## src/rtl/hcsr04_ranger_pkg.sv

```systemverilog
// parking_pkg: constants and state type shared by the parking-sensor chain.
package parking_pkg;

   localparam int unsigned CLK_HZ  = 50_000_000;
   localparam int unsigned DST_W   = 12;
   localparam logic [DST_W-1:0] DST_MAX = DST_W'(4095);

   typedef enum logic [2:0] {
      IDLE,
      TRIG,
      WAIT_ECHO,
      MEASURE,
      DONE
   } ranger_state_e;

endpackage

```

## src/rtl/hcsr04_ranger_if.sv

```systemverilog
// hcsr04_ranger_if: sensor-side signals of the ranger plus its result outputs.
interface hcsr04_ranger_if
   import parking_pkg::*;
();

   logic             echo;
   logic             trig;
   logic [DST_W-1:0] binary_dst;
   logic             dst_valid;
   logic             timeout;

   // ranger side
   modport master (
      input  echo,
      output trig,
      output binary_dst,
      output dst_valid,
      output timeout
   );

   // sensor / consumer side
   modport slave (
      output echo,
      input  trig,
      input  binary_dst,
      input  dst_valid,
      input  timeout
   );

endinterface

```

## src/rtl/hcsr04_ranger_sync_2ff.sv

```systemverilog
// sync_2ff: two-flop synchronizer for the asynchronous echo input.
module sync_2ff (
   input  logic clk,
   input  logic n_rst,
   input  logic d,
   output logic q
);

   logic meta;

   // two-stage capture, cleared by reset
   always_ff @(posedge clk) begin
      if (!n_rst) begin
         meta <= 1'b0;
         q    <= 1'b0;
      end else begin
         meta <= d;
         q    <= meta;
      end
   end

endmodule

```

## src/rtl/hcsr04_ranger.sv

```systemverilog
// hcsr04_ranger: periodic HC-SR04 trigger, echo pulse timing and mm conversion.
module hcsr04_ranger
   import parking_pkg::*;
#(
   parameter int unsigned TRIG_CYCLES      = 500,
   parameter int unsigned PERIOD_CYCLES    = 3_000_000,
   parameter int unsigned ECHO_WAIT_CYCLES = 1_500_000,
   parameter int unsigned MM_TICK_CYCLES   = 291
) (
   input  logic            clk,
   input  logic            n_rst,
   hcsr04_ranger_if.master sensor
);

   localparam int unsigned PER_W  = $clog2(PERIOD_CYCLES);
   localparam int unsigned TICK_W = $clog2(MM_TICK_CYCLES);

   localparam logic [PER_W-1:0]  PER_LAST  = PER_W'(PERIOD_CYCLES - 1);
   localparam logic [PER_W-1:0]  TRIG_LAST = PER_W'(TRIG_CYCLES - 1);
   localparam logic [PER_W-1:0]  WAIT_LAST = PER_W'(TRIG_CYCLES + ECHO_WAIT_CYCLES - 1);
   // Results must be written early enough for DONE to land on the last
   // period cycle, so the next TRIG still starts exactly one period later.
   localparam logic [PER_W-1:0]  END_LAST  = PER_W'(PERIOD_CYCLES - 2);
   localparam logic [TICK_W-1:0] TICK_LAST = TICK_W'(MM_TICK_CYCLES - 1);
   // The rise cycle is the first echo-high cycle of the first mm, so an mm
   // completes when the phase counter is one short of its wrap value.
   localparam logic [TICK_W-1:0] TICK_MM   = TICK_W'(MM_TICK_CYCLES - 2);

   ranger_state_e     state;
   ranger_state_e     state_nxt;
   logic [PER_W-1:0]  period_cnt;
   logic [TICK_W-1:0] tick_cnt;
   logic [DST_W-1:0]  mm_cnt;
   logic              echo_s;
   logic              echo_d;
   logic              rise;
   logic              fall;
   logic              wr_valid;
   logic              wr_timeout;
   logic              trig_r;
   logic              dst_valid_r;
   logic              timeout_r;
   logic [DST_W-1:0]  dst_r;

   sync_2ff u_echo_sync (
      .clk   (clk),
      .n_rst (n_rst),
      .d     (sensor.echo),
      .q     (echo_s)
   );

   assign rise = echo_s & ~echo_d;
   assign fall = ~echo_s & echo_d;

   // delayed copy of the synchronized echo for edge detection
   always_ff @(posedge clk) begin
      if (!n_rst) echo_d <= 1'b0;
      else        echo_d <= echo_s;
   end

   // state register
   always_ff @(posedge clk) begin
      if (!n_rst) state <= IDLE;
      else        state <= state_nxt;
   end

   // next state and result-write decode
   always_comb begin
      state_nxt  = state;
      wr_valid   = 1'b0;
      wr_timeout = 1'b0;
      case (state)
         IDLE: begin
            if (period_cnt == PER_LAST) state_nxt = TRIG;
         end
         TRIG: begin
            if (period_cnt == TRIG_LAST) state_nxt = WAIT_ECHO;
         end
         WAIT_ECHO: begin
            if (rise) begin
               state_nxt = MEASURE;
            end else if (period_cnt == WAIT_LAST || period_cnt >= END_LAST) begin
               state_nxt  = DONE;
               wr_timeout = 1'b1;
            end
         end
         MEASURE: begin
            if (fall) begin
               state_nxt = DONE;
               wr_valid  = 1'b1;
            end else if (period_cnt >= END_LAST) begin
               state_nxt  = DONE;
               wr_timeout = 1'b1;
            end
         end
         DONE: begin
            state_nxt = (period_cnt == PER_LAST) ? TRIG : IDLE;
         end
         default: begin
            state_nxt = IDLE;
         end
      endcase
   end

   // period counter: cleared on TRIG entry, counts up and holds at period end
   always_ff @(posedge clk) begin
      if (!n_rst) begin
         period_cnt <= PER_LAST;
      end else if (state_nxt == TRIG && state != TRIG) begin
         period_cnt <= '0;
      end else if (period_cnt != PER_LAST) begin
         period_cnt <= period_cnt + PER_W'(1);
      end
   end

   // echo-width to mm conversion, saturating at DST_MAX
   always_ff @(posedge clk) begin
      if (!n_rst) begin
         tick_cnt <= '0;
         mm_cnt   <= '0;
      end else if (state == WAIT_ECHO && rise) begin
         tick_cnt <= '0;
         mm_cnt   <= '0;
      end else if (state == MEASURE && !fall) begin
         tick_cnt <= (tick_cnt == TICK_LAST) ? '0 : tick_cnt + TICK_W'(1);
         if (tick_cnt == TICK_MM && mm_cnt != DST_MAX) begin
            mm_cnt <= mm_cnt + DST_W'(1);
         end
      end
   end

   // registered trigger and result outputs
   always_ff @(posedge clk) begin
      if (!n_rst) begin
         trig_r      <= 1'b0;
         dst_r       <= DST_MAX;
         dst_valid_r <= 1'b0;
         timeout_r   <= 1'b0;
      end else begin
         trig_r      <= (state_nxt == TRIG);
         dst_valid_r <= wr_valid | wr_timeout;
         if (wr_valid) begin
            dst_r     <= mm_cnt;
            timeout_r <= 1'b0;
         end else if (wr_timeout) begin
            dst_r     <= DST_MAX;
            timeout_r <= 1'b1;
         end
      end
   end

   assign sensor.trig       = trig_r;
   assign sensor.binary_dst = dst_r;
   assign sensor.dst_valid  = dst_valid_r;
   assign sensor.timeout    = timeout_r;

endmodule

```

## src/flat_wrapper.sv

```systemverilog
// flat-port wrapper written by rule: the top's interface ports become plain ports
module hcsr04_ranger_flat import parking_pkg::*;
#(
   parameter int unsigned TRIG_CYCLES      = 500,
   parameter int unsigned PERIOD_CYCLES    = 3_000_000,
   parameter int unsigned ECHO_WAIT_CYCLES = 1_500_000,
   parameter int unsigned MM_TICK_CYCLES   = 291
)
  (clk, n_rst, sensor_echo, sensor_trig, sensor_binary_dst, sensor_dst_valid, sensor_timeout);
  hcsr04_ranger_if sensor_i ();
  input  logic clk;
  input  logic n_rst;
  input wire logic [$bits(sensor_i.echo)-1:0] sensor_echo;
  output wire logic [$bits(sensor_i.trig)-1:0] sensor_trig;
  output wire logic [$bits(sensor_i.binary_dst)-1:0] sensor_binary_dst;
  output wire logic [$bits(sensor_i.dst_valid)-1:0] sensor_dst_valid;
  output wire logic [$bits(sensor_i.timeout)-1:0] sensor_timeout;
  assign sensor_i.echo = sensor_echo;
  assign sensor_trig = sensor_i.trig;
  assign sensor_binary_dst = sensor_i.binary_dst;
  assign sensor_dst_valid = sensor_i.dst_valid;
  assign sensor_timeout = sensor_i.timeout;
  hcsr04_ranger #(.TRIG_CYCLES(TRIG_CYCLES), .PERIOD_CYCLES(PERIOD_CYCLES), .ECHO_WAIT_CYCLES(ECHO_WAIT_CYCLES), .MM_TICK_CYCLES(MM_TICK_CYCLES)) u_core (.clk(clk), .n_rst(n_rst), .sensor(sensor_i));
endmodule
```

## config.mk

```make
export PLATFORM = sky130hd
export DESIGN_NAME = hcsr04_ranger_flat
export DESIGN_NICKNAME = d
export VERILOG_FILES = /design/src/rtl/hcsr04_ranger_pkg.sv /design/src/rtl/hcsr04_ranger_if.sv /design/src/rtl/hcsr04_ranger_sync_2ff.sv /design/src/rtl/hcsr04_ranger.sv /design/src/flat_wrapper.sv
export SDC_FILE = /design/constraint.sdc
export NUM_CORES = 1
export LEC_CHECK = 0
export ABC_AREA = 1
export CAP_MARGIN = 20
export CORE_UTILIZATION = 65
export CTS_CLUSTER_DIAMETER = 100
export DETAILED_ROUTE_END_ITERATION = 8
export GPL_TIMING_DRIVEN = 0
export PLACE_DENSITY = 0.85
export SYNTH_ARGS = -nofsm -noshare
export SYNTH_HDL_FRONTEND = slang
export SYNTH_SLANG_ARGS = --single-unit
```

## constraint.sdc

```tcl
create_clock -name clk -period 3.75 [get_ports clk]
set_input_delay 1.125 -clock clk [delete_from_list [all_inputs] [get_ports clk]]
set_output_delay 1.125 -clock clk [all_outputs]
set_load 0.01 [all_outputs]
```

==> impl_metrics.py, run 1 <==
metrics = {
    "setup_path": {
        "cp_max_fo": 7,
        "crit_buf_inv": 4,
        "worst_r2r_path_depth": 8,
        "cp-start-kind": "input port",
        "cp.required_ns": 4.00,
        "r2r_end": "u_core.period_cnt[6]$_SDFFE_PP0N_",
        "crit_top_cell": "inv_1",
        "worstSetupPathType": "in2reg",
        "critPathMaxStageDelay_ns": 0.61,
        "critPathLaunch": "n_rst",
        "crit_family": "buffers and inverters",
        "r2r_slack_ns": 1.85,
        "endpoint_kind": "register",
        "cp.depth": 7,
        "slowest_stage": "clkdlybuf4s50_1",
        "r2r_start": "u_core.period_cnt[1]$_SDFFE_PN1P_",
        "path_cells": "clkdlybuf4s50_1, inv_2, nor2_1, inv_1, a21oi_2, inv_1, a211oi_1",
        "setup.worst_path.end": "u_core.tick_cnt[1]$_SDFFE_PP0P_",
        "arrival_ns": 2.74,
    },
    "timing": {
        "fmax_mhz": 402,
        "setup_violations": 0,
        "setup_tns_ns": 0,
        "worst_slack_ns": 1.26,
        "timing.hold.ws_ns": 0.417,
        "fin_crit_sh": 0.663,
        "tightest_slew_ns": 0.536,
        "fin_crit_ns": 2.49,
        "max-slew-margin-rel": 0.640,
        "rsz0062_at_grt": "false",
        "hold_violations": 0,
        "fin_skew_ns": 0.00605,
        "drv_slew": 0,
    },
    "clock_network": {
        "cts_setup_buffers": 0,
        "postCtsHoldBufs": 0,
        "cts_sinks": 64,
        "clk_pin_slew_ns": 0.07,
        "cts_resized": 0,
        "clock_latency_ns": 0.34,
        "cts-htree-levels": 3,
        "cts_buffers": 9,
        "clockBufferDepth": 2,
        "cts_tree": "built",
        "cts_root_buffer": "clkbuf_8",
    },
    "detailed_routing": {
        "wirelength_mm": 7.34,
        "wl_per_cell_um": 12.2,
        "viasPerCell": 5.25,
        "drt_iter0_drc": 318,
        "vias": 3169,
        "drt_pass1_iterations": 5,
        "route.detailed.drc": 0,
        "drtAntennaViolNets": 0,
    },
    "synthesis": {
        "async_flop_share": 0,
        "yosysTopAreaCell": "dfxtp_1",
        "synth.distinct_cells": 35,
        "synth_nets": 510,
        "synth-seq-area-share": 0.366,
        "synth_top_cell_area_share": 0.366,
        "ys_seq_elements": 64,
        "syn_area_per_cell_um2": 6.99,
        "synth_edf_count": 0,
        "synth.area.top_cells": "dfxtp_1 (37%), nand2_1 (12%), nor2_1 (6.9%), inv_1 (6.8%), nand3_1 (4.1%)",
        "synth.most_common_cell": "nand2_1",
        "syn_area_um2": 3500,
        "ys.flop_type": "dfxtp_1",
        "synthTopCellsByCount": "nand2_1 (115), dfxtp_1 (64), nor2_1 (64), inv_1 (63), nand3_1 (29)",
        "yosysWarnings": 0,
        "syn_inst": 501,
    },
    "global_routing": {
        "grt_first_pass_wirelength_mm": 12.4,
        "grt_use_met1": 0.407,
        "gr-usage-met2": 0.440,
        "use_met3": 0.0569,
        "grt_max_degree": 12,
        "grt_pass1_vias": 2822,
        "antenna_found_initial": 0,
        "grtUsageTotal": 0.288,
        "grt_overflow": 0,
        "grt-busiest-layer": "met2",
    },
    "pwr": {
        "power_density_nw_per_um2": 613,
        "vdd_drop_max_uv": 531,
        "p_leak_nw": 1.77,
    },
    "floorplan": {
        "die_area_um2": 5680,
        "ios": 18,
        "fp.dieW_um": 75.4,
        "core_um2": 5140,
        "fp.dieH_um": 75.4,
        "rows": 26,
        "start_util": 0.681,
    },
    "cells_and_area": {
        "layout.nets": 538,
        "synthToLayoutAreaGrowth_pct": 13.7,
        "antenna_cells": 0,
        "drive_gt1_frac": 0.154,
    },
    "placement": {
        "pre_cts_ws_ns": 0.963,
        "gp_congestion": 0.898,
        "io_buffers": 17,
        "hpwl_mm": 5.37,
    },
    "hold_path": {
        "hold_class": "reg2reg",
    },
    "outcome": {
        "status": "complete, no violations",
    },
    "job": {
        "drv_cap": 0,
    },
}
==> cells in the final DEF, fill, tap and decap left out, types with 2 or more instances in the layout <==
master	count
clkbuf_1	5
nand4_1	11
inv_2	16
xnor2_1	3
a21oi_1	17
nor3_2	2
a211oi_1	2
o21ai_1	7
a21oi_2	3
nand2_2	10
o21ai_0	12
nor4_1	2
clkdlybuf4s50_1	17
bufinv_16	2
nand4_2	2
nor2_1	64
inv_1	63
nand3_1	29
nor2_4	2
dfxtp_1	64
nor3b_2	2
nor3_1	11
nand2_1	115
clkbuf_8	10
buf_2	2
ha_1	6
nor2_2	9
xor2_1	16
o211ai_1	4
clkinv_2	3
buf_6	3
nand3_2	12
==> cell type report <==
type	instances	area, um2
clock buffer	10	138
buffer	10	62.6
clock inverter	6	82.6
sequential	64	1280
timing repair buffer	17	170
fill	403	1160
tap	70	87.6
multi-input combinational	347	1860
inverter	80	300
==> tightest hold or removal path: cells and delay by family (launching register included) <==
family / cells / cell delay, ns
flip-flops: 1 / 0.31
AND/OR/NAND/NOR: 1 / 0.05
buffers and inverters: 1 / 0.04
==> flip-flops by register name, summed over array words and instances (netlist names) <==
signal                    flops
u_core.sensor.dst_valid       1
u_core.tick_cnt               9
u_core.sensor.binary_dst     12
u_core.u_echo_sync.meta       1
u_core.state                  3
u_core.echo_d                 1
u_core.mm_cnt                12
u_core.sensor.trig            1
u_core.sensor.timeout         1
u_core.u_echo_sync.q          1
u_core.period_cnt            22
==> power breakdown <==
part / total (W) / internal [W] / switching [W]
Combinational: 0.000905 / 0.000313 / 0.000592
Clock: 0.000643 / 0.000388 / 0.000255
Sequential: 0.000890 / 0.000776 / 0.000114
Total: 0.00244 / 0.00148 / 0.000961
==> cells by family after synthesis <==
kind of cell,count (synthesis),synth area share
flops,64,0.366
fa+ha+maj,6,0.0215
buf+inv,90,0.104
simple gates,273,0.375
compound gates,49,0.0858
xor+xnor,19,0.0476
==> routing by layer <==
| metal | vias to the layer above | share of wire |
|---|---|---|
| li1 | 1637 | - |
| met1 | 1403 | 0.49 |
| met2 | 114 | 0.43 |
| met3 | 15 | 0.060 |
| met4 | 0 | 0.018 |
| met5 | - | 0 |
==> worst min-delay path by stage <==
stage / startpoint / end / slack, ns / cells after the start
final: u_core.u_echo_sync.meta$_SDFF_PN0_ / u_core.u_echo_sync.q$_SDFF_PN0_ / 0.42 / 2
after global routing: u_core.u_echo_sync.meta$_SDFF_PN0_ / u_core.u_echo_sync.q$_SDFF_PN0_ / 0.46 / 2
after floorplan: u_core.u_echo_sync.meta$_SDFF_PN0_ / u_core.u_echo_sync.q$_SDFF_PN0_ / 0.39 / 2
after CTS: u_core.u_echo_sync.meta$_SDFF_PN0_ / u_core.u_echo_sync.q$_SDFF_PN0_ / 0.42 / 2
after detailed placement: u_core.u_echo_sync.meta$_SDFF_PN0_ / u_core.u_echo_sync.q$_SDFF_PN0_ / 0.40 / 2
after global placement: u_core.u_echo_sync.meta$_SDFF_PN0_ / u_core.u_echo_sync.q$_SDFF_PN0_ / 0.40 / 2
==> per-stage QoR <==
step / cell area, um2 / std cells / power, W / util
global route: 3980 / 604 / 0.00259 / 0.774
finish: 3980 / 604 / 0.00244 / 0.774
floorplan: 3500 / 501 / 0.00160 / -
CTS: 3980 / 604 / 0.00244 / 0.774
global placement: 3760 / 588 / 0.00176 / 0.731
detailed placement: 3760 / 588 / 0.00178 / 0.731
No activity file was read; power rests on OpenSTA's default activity.
==> inputs of run 2 (changes only) <==
--- a/config.mk
+++ b/config.mk
@@ -7,11 +7,11 @@
 export LEC_CHECK = 0
 export ABC_AREA = 1
 export CAP_MARGIN = 20
-export CORE_UTILIZATION = 65
+export CORE_UTILIZATION = 54
 export CTS_CLUSTER_DIAMETER = 100
 export DETAILED_ROUTE_END_ITERATION = 8
 export GPL_TIMING_DRIVEN = 0
-export PLACE_DENSITY = 0.85
+export PLACE_DENSITY = 0.76
 export SYNTH_ARGS = -nofsm -noshare
 export SYNTH_HDL_FRONTEND = slang
 export SYNTH_SLANG_ARGS = --single-unit
==> constraint.sdc (replaced) <==
create_clock -name clk -period 2.05 [get_ports clk]
set_input_delay 0.615 -clock clk [delete_from_list [all_inputs] [get_ports clk]]
set_output_delay 0.615 -clock clk [all_outputs]
set_load 0.01 [all_outputs]
==> run 2 against run 1 <==
Against the previous run: routed wire length up 2.7%; core utilization fell by 12 points; worst hold slack lost 0.0028 ns; setup slack worse by 1.2 ns; critical endpoint is now u_core.sensor.trig$_SDFF_PN0_; via count rose by 0.79%; first-iteration DRC count decreased by 19%; sequential power grew 82%; critical path depth grew 4; register-to-register slack got worse by 1.7 ns.
==> impl_metrics.py, run 2 (synthesized netlist as in run 1, its figures left out) <==
metrics = {
    "global_routing": {
        "gr-usage-met2": 0.374,
        "grt_overflow": 0,
        "grt_max_degree": 11,
        "use_met3": 0.0473,
        "grt_use_met1": 0.353,
        "grtUsageTotal": 0.250,
        "grt_pass1_vias": 2880,
        "grt-busiest-layer": "met2",
        "grt_first_pass_wirelength_mm": 12.9,
        "antenna_found_initial": 0,
    },
    "outcome": {
        "status": "complete, no violations",
    },
    "timing": {
        "fin_crit_sh": 0.946,
        "worst_slack_ns": 0.110,
        "fmax_mhz": 515,
        "max-slew-margin-rel": 0.632,
        "fin_crit_ns": 1.94,
        "rsz0062_at_grt": "false",
        "tightest_slew_ns": 0.553,
        "drv_slew": 0,
        "setup_tns_ns": 0,
        "fin_skew_ns": 0.0139,
        "timing.hold.ws_ns": 0.414,
        "setup_violations": 0,
        "hold_violations": 0,
    },
    "setup_path": {
        "endpoint_kind": "register",
        "arrival_ns": 2.20,
        "cp.required_ns": 2.31,
        "critPathMaxStageDelay_ns": 0.44,
        "slowest_stage": "dfxtp_1",
        "crit_buf_inv": 1,
        "worstSetupPathType": "reg2reg",
        "cp-start-kind": "register",
        "crit_family": "simple AND/OR/NAND/NOR gates",
        "path_cells": "ha_2, nand2_2, nor2_4, inv_2, nor2_2, nand3_2, nand2_1, a21oi_1, nand2_1, nand2_1, nor2_1",
        "crit_top_cell": "nand2_1",
        "cp_max_fo": 7,
    },
    "clock_network": {
        "clk_pin_slew_ns": 0.07,
        "cts_root_buffer": "clkbuf_8",
        "clock_latency_ns": 0.34,
        "cts-htree-levels": 3,
        "cts_tree": "built",
        "clockBufferDepth": 2,
        "cts_buffers": 9,
        "cts_sinks": 64,
    },
    "pwr": {
        "power_density_nw_per_um2": 1120,
        "p_leak_nw": 1.77,
        "vdd_drop_max_uv": 805,
    },
    "job": {
        "drv_cap": 0,
    },
    "cells_and_area": {
        "final_cell_mix": "nand2_1 (115), nor2_1 (64), dfxtp_1 (64), inv_1 (63), nand3_1 (29)",
        "antenna_cells": 0,
        "regMostFlops": "u_core.period_cnt",
        "synthToLayoutAreaGrowth_pct": 13.8,
        "final_util": 0.653,
        "layout.nets": 538,
        "drive_gt1_frac": 0.152,
        "fin_cells": 607,
        "largest_reg_flops": 22,
        "layout.cells.most_common": "nand2_1",
    },
    "floorplan": {
        "core_um2": 6100,
        "fp.dieH_um": 82.5,
        "rows": 28,
        "start_util": 0.574,
        "die_area_um2": 6810,
        "fp.dieW_um": 82.5,
        "ios": 18,
    },
    "detailed_routing": {
        "wirelength_mm": 7.54,
        "wl_per_cell_um": 12.4,
        "drt_iter0_drc": 259,
        "drt_pass1_iterations": 4,
        "viasPerCell": 5.26,
        "vias": 3194,
        "drtAntennaViolNets": 0,
        "route.detailed.drc": 0,
    },
    "placement": {
        "io_buffers": 17,
        "pre_cts_ws_ns": -0.175,
        "dp_cells": 593,
        "gp_congestion": 0.912,
        "hpwl_mm": 5.66,
    },
    "hold_path": {
        "hold_class": "reg2reg",
    },
}
run 2: cell types whose count changed in the layout (fill, tap and decap cells not counted), sizes merged:
cell and delta:
clkinv -1, clkinvlp -1
run 2: metal layers:
layer  vias to the layer above  share of wire  wire (um)
met5                         -              0          0
met4                         0          0.023        170
met3                        16          0.046        346
met2                        71           0.44       3320
met1                      1472           0.49       3690
li1                       1635              -          -
run 2: area by class of cell:
cell class / count / area (um2)
sequential: 64 / 1280
clock buffer: 10 / 138
clock inverter: 4 / 70.1
tap: 75 / 93.8
timing repair buffer: 17 / 170
fill: 558 / 2110
inverter: 80 / 300
buffer: 10 / 62.6
multi-input combinational: 347 / 1870
run 2: through the flow:
| step | instance area, um2 | power [W] |
|---|---|---|
| after global placement | 3760 | 0.00324 |
| after global routing | 3980 | 0.00475 |
| after detailed placement | 3760 | 0.00328 |
| final | 3980 | 0.00446 |
| after floorplan | 3500 | 0.00293 |
| after CTS | 3970 | 0.00445 |
run 2: final timing paths:
path              slack, ns  cells after the start                               start                               to
hold reg to reg        0.41                      2  u_core.u_echo_sync.meta$_SDFF_PN0_  u_core.u_echo_sync.q$_SDFF_PN0_
hold / removal         0.41                      2  u_core.u_echo_sync.meta$_SDFF_PN0_  u_core.u_echo_sync.q$_SDFF_PN0_
setup / recovery       0.11                     11   u_core.period_cnt[1]$_SDFFE_PN1P_    u_core.sensor.trig$_SDFF_PN0_
setup reg to reg       0.11                     11   u_core.period_cnt[1]$_SDFFE_PN1P_    u_core.sensor.trig$_SDFF_PN0_
run 2: where the power goes:
| group | internal [W] | switching, W | total, W | leakage, nW |
|---|---|---|---|---|
| clock | 0.000700 | 0.000467 | 0.00117 | 0.108 |
| sequential | 0.00142 | 0.000204 | 0.00162 | 0.520 |
| combinational | 0.000576 | 0.00109 | 0.00167 | 1.14 |
run 2: worst min-delay path, delay by kind of cell (launching register included):
family	cells	cell delay [ns]
DFF	1	0.31
buffers and inverters	1	0.04
and+or+nand+nor	1	0.04
run 2: repair_timing:
item | in CTS | in global routing
endpoints found under the setup margin | 0 | 2
buffers inserted | 0 | 0
resized for setup | 0 | 2
hold buffers | 0 | 0
